`config.mk`:
```
export PLATFORM = sky130hd
export DESIGN_NAME = range_tracker_flat
export DESIGN_NICKNAME = d
export VERILOG_FILES = /design/src/rtl/range_tracker_if.sv /design/src/rtl/range_tracker.sv /design/src/flat_wrapper.sv
export SDC_FILE = /design/constraint.sdc
export NUM_CORES = 1
export LEC_CHECK = 0
export BUFFER_PORTS_ARGS = -buffer_cell sky130_fd_sc_hd__buf_2
export CORE_UTILIZATION = 54
export DETAILED_ROUTE_END_ITERATION = 8
export HOLD_SLACK_MARGIN = 0.03
export PLACE_DENSITY = 0.74
export SYNTH_ARGS = -nofsm -noshare
export SYNTH_HDL_FRONTEND = slang
export SYNTH_SLANG_ARGS = --single-unit
```
`constraint.sdc`:
```
create_clock -name clk -period 3.1 [get_ports clk]
set_clock_uncertainty 0.05 [all_clocks]
set_input_delay 0.465 -clock clk [delete_from_list [all_inputs] [get_ports clk]]
set_output_delay 0.465 -clock clk [all_outputs]
set_load 0.1 [all_outputs]
```
`src/rtl/range_tracker_if.sv`:
```
// range_tracker_if: sample/control/result bundle for range_tracker.
//   data_in  sample bus (master -> slave)
//   go       start measurement (master -> slave)
//   finish   end measurement, finish-cycle sample included (master -> slave)
//   sel      result select 00 range, 01 min, 10 max, 11 count (master -> slave)
//   result   selected published value (slave -> master)
//   done     one-cycle pulse when results publish (slave -> master)
//   busy     high while a run is active (slave -> master)
//   error    high while in the error state (slave -> master)
interface range_tracker_if #(
    parameter int WIDTH = 8
);
    logic [WIDTH-1:0] data_in;
    logic             go;
    logic             finish;
    logic [1:0]       sel;
    logic [WIDTH-1:0] result;
    logic             done;
    logic             busy;
    logic             error;

    modport master (
        output data_in, go, finish, sel,
        input  result, done, busy, error
    );

    modport slave (
        input  data_in, go, finish, sel,
        output result, done, busy, error
    );
endinterface

```
`src/rtl/range_tracker.sv`:
```
// range_tracker: tracks min/max/count of a sample stream between go and finish.
//   clk    rising-edge system clock
//   rst_n  synchronous active-low reset
//   bus    range_tracker_if slave: data_in/go/finish/sel in, result/done/busy/error out
module range_tracker #(
    parameter int WIDTH  = 8,
    parameter int CNT_W  = 8,
    parameter bit SIGNED = 1'b0
) (
    input  logic           clk,
    input  logic           rst_n,
    range_tracker_if.slave bus
);
    typedef enum logic [1:0] {IDLE, ACTIVE, ERROR} state_t;

    state_t           state;
    logic [WIDTH-1:0] cur_min, cur_max, pub_min, pub_max, pub_rng;
    logic [CNT_W-1:0] cur_cnt, pub_cnt;
    logic             done_q, busy_q, error_q;
    logic             lt_min, gt_max;
    logic [WIDTH-1:0] fold_min, fold_max;
    logic [CNT_W-1:0] fold_cnt;

    assign lt_min   = SIGNED ? ($signed(bus.data_in) < $signed(cur_min)) : (bus.data_in < cur_min);
    assign gt_max   = SIGNED ? ($signed(bus.data_in) > $signed(cur_max)) : (bus.data_in > cur_max);
    assign fold_min = lt_min ? bus.data_in : cur_min;
    assign fold_max = gt_max ? bus.data_in : cur_max;
    // count saturates at all-ones instead of wrapping
    assign fold_cnt = (&cur_cnt) ? cur_cnt : cur_cnt + CNT_W'(1);

    always_ff @(posedge clk) begin
        if (!rst_n) begin
            state   <= IDLE;
            cur_min <= '0;
            cur_max <= '0;
            cur_cnt <= '0;
            pub_min <= '0;
            pub_max <= '0;
            pub_rng <= '0;
            pub_cnt <= '0;
            done_q  <= 1'b0;
            busy_q  <= 1'b0;
            error_q <= 1'b0;
        end else begin
            done_q <= 1'b0;
            case (state)
                ACTIVE: begin
                    if (bus.go) begin
                        state   <= ERROR;
                        busy_q  <= 1'b0;
                        error_q <= 1'b1;
                    end else begin
                        cur_min <= fold_min;
                        cur_max <= fold_max;
                        cur_cnt <= fold_cnt;
                        if (bus.finish) begin
                            pub_min <= fold_min;
                            pub_max <= fold_max;
                            pub_cnt <= fold_cnt;
                            // modulo-2^WIDTH difference is the exact unsigned span in both modes
                            pub_rng <= fold_max - fold_min;
                            done_q  <= 1'b1;
                            busy_q  <= 1'b0;
                            state   <= IDLE;
                        end
                    end
                end
                default: begin
                    if (bus.go && !bus.finish) begin
                        state   <= ACTIVE;
                        busy_q  <= 1'b1;
                        error_q <= 1'b0;
                        cur_min <= bus.data_in;
                        cur_max <= bus.data_in;
                        cur_cnt <= CNT_W'(1);
                    end else if (bus.finish) begin
                        state   <= ERROR;
                        error_q <= 1'b1;
                    end
                end
            endcase
        end
    end

    assign bus.result = (bus.sel == 2'd0) ? pub_rng :
                        (bus.sel == 2'd1) ? pub_min :
                        (bus.sel == 2'd2) ? pub_max : WIDTH'(pub_cnt);
    assign bus.done   = done_q;
    assign bus.busy   = busy_q;
    assign bus.error  = error_q;
endmodule

```
`src/flat_wrapper.sv`:
```
// flat-port wrapper written by rule: the top's interface ports become plain ports
module range_tracker_flat 
#(
    parameter int WIDTH  = 8,
    parameter int CNT_W  = 8,
    parameter bit SIGNED = 1'b0
)
  (clk, rst_n, bus_data_in, bus_go, bus_finish, bus_sel, bus_result, bus_done, bus_busy, bus_error);
  range_tracker_if #(.WIDTH(WIDTH)) bus_i ();
  input  logic clk;
  input  logic rst_n;
  input wire logic [$bits(bus_i.data_in)-1:0] bus_data_in;
  input wire logic [$bits(bus_i.go)-1:0] bus_go;
  input wire logic [$bits(bus_i.finish)-1:0] bus_finish;
  input wire logic [$bits(bus_i.sel)-1:0] bus_sel;
  output wire logic [$bits(bus_i.result)-1:0] bus_result;
  output wire logic [$bits(bus_i.done)-1:0] bus_done;
  output wire logic [$bits(bus_i.busy)-1:0] bus_busy;
  output wire logic [$bits(bus_i.error)-1:0] bus_error;
  assign bus_i.data_in = bus_data_in;
  assign bus_i.go = bus_go;
  assign bus_i.finish = bus_finish;
  assign bus_i.sel = bus_sel;
  assign bus_result = bus_i.result;
  assign bus_done = bus_i.done;
  assign bus_busy = bus_i.busy;
  assign bus_error = bus_i.error;
  range_tracker #(.WIDTH(WIDTH), .CNT_W(CNT_W), .SIGNED(SIGNED)) u_core (.clk(clk), .rst_n(rst_n), .bus(bus_i));
endmodule
```
==> impl_metrics.tcl <==
set metrics [dict create \
    status "complete, but fails checks" \
    violations "negative setup slack" \
    worstPathCellList "inv_2 > ha_4 > nor2b_1 > o211ai_1 > a211oi_2 > nor2_4 > mux2_4 > ha_4 > nor2b_1 > o21ai_2 > a21oi_2 > o21a_1 > or3_4 > nand3_2 > a21oi_2" \
    slowest_delay_ps 400 \
    num_rows 28 \
    synthTopCellsByCount "nor2_1 (64), dfxtp_1 (61), nand2_1 (26), mux2i_1 (25), a21oi_1 (24)" \
    dpl_cell_area_um2 3960 \
    synth_cell_types 52 \
    drt_first_pass_iters 4 \
    max_freq_ghz 0.3095 \
    cp-end-kind "flip-flop" \
    yosys_register_bits 61 \
    cts_root_buf "clkbuf_8" \
    netlist_instances 392 \
    core_area_um2 6061 \
    synth_area_leaders "dfxtp_1 (35%), ha_1 (8.3%), mux2i_1 (7.2%)" \
    vdd_drop_max_mv 0.3693 \
    cts_tree "built" \
    clkLatencyLatePin_ps 350 \
    synthesis.area_um2 3465 \
    vias 3095 \
    antenna_cells 0 \
    fin_setup_tns_ps -253.0 \
    combinationalPowerShare 0.299 \
    drv_slew 0 \
    async_flop_share 0 \
    yosysWarnings 0 \
    synth_most_common_cell "nor2_1" \
    critPathBufInv 1 \
    grt_max_degree 56 \
    antenna_found_initial 0 \
    design_area_um2 4385 \
    yosys.area.top_type "dfxtp_1" \
    path_clk_slew_ps 70 \
    numCtsBuffers 9 \
    routabilityCongestion 0.9044 \
    p_seq_frac 0.399 \
    globalRouteTotalUtil 0.2618 \
    layout_setup_ws_ps -131.4 \
    drive_gt1_frac 0.3319 \
    rsz0062_at_grt "true" \
    finalHoldViolCount 0 \
    clock_power_share 0.301 \
    drtAntennaViolNets 0 \
    nNetsFinal 500 \
    hp-class "in2reg" \
    final.period_utilization 1.042 \
    clk_path_buf_depth 2 \
    final_core_util 0.7236 \
    route.detailed.drc 0 \
    dieArea_um2 6740 \
    grt_first_pass_wirelength_mm 13.21 \
    syn_to_final_growth_pct 26.58 \
    ys.flop_type "dfxtp_1" \
    synth_top_area_share 0.3525 \
    holdWs_ps 308.7 \
    viasPerCell 5.710 \
    drt-total-wl_mm 8.516 \
    wl_per_cell_um 15.71 \
    seq_area_frac_synth 0.3525 \
    p_per_area_nw_per_um2 473.5 \
    leakage_nw 1.795 \
    p_total_mw 2.076 \
    start_kind "flip-flop" \
    port-buffer-count 24 \
    regArea_um2 1234 \
    syn_avg_cell_area_um2 8.838 \
    cts.sinks 61 \
    crit_slowest_cell "or3_4" \
    drt_iter0_drc 195 \
    grt_pass1_vias 2754 \
    critical_path_class "reg2reg" \
    io_pins 25 \
    tightest_slew_ps 989.9 \
    die_x_um 82.10 \
    setup_viol 2 \
    die_y_um 82.10 \
    htreeDepth 3 \
    min_period_ps 3231 \
    critPathArrivalTime_ps 3380 \
    crit_family "compound AO/OA/AOI/OAI gates" \
    start_util 0.5716 \
    swShare 0.3156 \
    cap_violations 0 \
    crit_required_ps 3250 \
    n_fill_cell 476 \
    power_switching_uw 655.3 \
    syn_nets 430 \
    multiInputGateArea_um2 2277 \
    gr-total-overflow 0 \
    intPower_mw 1.421 \
    slew_headroom 0.3391 \
    dp_hpwl_mm 5.653 \
    crit_fanout 6 \
    synth_edf_count 0 \
]
[state kept, by name (all words and copies together) (netlist names)]
register and count:
u_core.cur_cnt 8, u_core.cur_max 8, u_core.cur_min 8, u_core.pub_cnt 8
u_core.pub_max 8, u_core.pub_min 8, u_core.pub_rng 8, u_core.state 2
u_core.bus.busy 1, u_core.bus.done 1, u_core.bus.error 1
[metal layers]
layer | global-route usage | vias up | routed length [µm]
met5 | 0 | - | 0
met4 | 0.07368 | 0 | 142
met3 | 0.06923 | 13 | 333
met2 | 0.4256 | 56 | 4253
met1 | 0.3408 | 1497 | 3787
li1 | - | 1529 | -
[area by class of cell]
| type | instances | share of cell area |
|---|---|---|
| inverter | 22 | 0.01883 |
| clock inverter | 4 | 0.005421 |
| clock buffer | 12 | 0.03310 |
| multi-input combinational | 290 | 0.5193 |
| timing repair buffer | 78 | 0.1207 |
| sequential | 61 | 0.2813 |
| tap | 75 | 0.02140 |
[power by group through the flow]
stage	logic (mW)	clock network (mW)	registers, mW
2_1_floorplan	0.325	0	0.856
3_3_place_gp	0.505	0	0.843
3_5_place_dp	0.519	0	0.844
4_1_cts	0.560	0.636	0.828
5_1_grt	0.667	0.674	0.832
6_report	0.621	0.626	0.829
[cells in the final DEF, fill, tap and decap left out, types with 6 or more instances in the layout]
master / n
a211oi_1: 15
dfxtp_2: 7
nand3_1: 10
buf_2: 24
mux4_2: 8
ha_1: 14
mux2i_1: 23
a21oi_2: 8
xnor2_1: 6
o21ai_0: 13
nor2_1: 62
ha_4: 8
nand2_1: 26
nor3_1: 9
buf_4: 53
dfxtp_1: 53
clkbuf_8: 10
inv_1: 19
a21oi_1: 16
[cell families (layout without fill, tap and decap cells)]
| kind of cell | after synthesis | count (layout) | synth area share |
|---|---|---|---|
| simple gates | 139 | 139 | 0.1845 |
| compound gates | 79 | 79 | 0.1546 |
| flops | 61 | 61 | 0.3525 |
| buf+inv | 41 | 116 | 0.04876 |
| mux | 39 | 39 | 0.1481 |
| fa+ha+maj | 24 | 24 | 0.08884 |
| xor+xnor | 9 | 9 | 0.02275 |
[stage by stage]
stage / instances / worst slack (ps)
5_1_grt: 542 / -209.9
3_5_place_dp: 515 / -387.6
4_1_cts: 537 / 9.112
3_3_place_gp: 515 / -245.0
6_report: 542 / -131.4
2_1_floorplan: 392 / -153.0
[worst paths after layout]
path	to	cells past startpoint	slack [ps]	startpoint
max	u_core.pub_rng[5]	15	-130	u_core.cur_max[1]
min	u_core.state[0]	2	310	bus_finish
max reg2reg	u_core.pub_rng[5]	15	-130	u_core.cur_max[1]
min reg2reg	u_core.pub_rng[3]	2	410	u_core.pub_rng[3]
[worst reg2reg max path, cell delays in order, from the launching register on]
cell	delay (ps)
dfxtp_2	340
inv_2	40
ha_4	250
nor2b_1	130
o211ai_1	110
a211oi_2	340
nor2_4	110
mux2_4	350
ha_4	210
nor2b_1	130
o21ai_2	170
a21oi_2	90
o21a_1	240
or3_4	400
nand3_2	80
a21oi_2	60
[what timing repair did]
action | 4_1_cts | 5_1_grt
buffers inserted | 6 | 5
hold buffers | 0 | 0
endpoints found under the hold margin | 0 | 0
resized for setup | 17 | 21
endpoints found under the setup margin | 3 | 4
pin swaps | 11 | 9
Power figures use the tool's default switching activity.
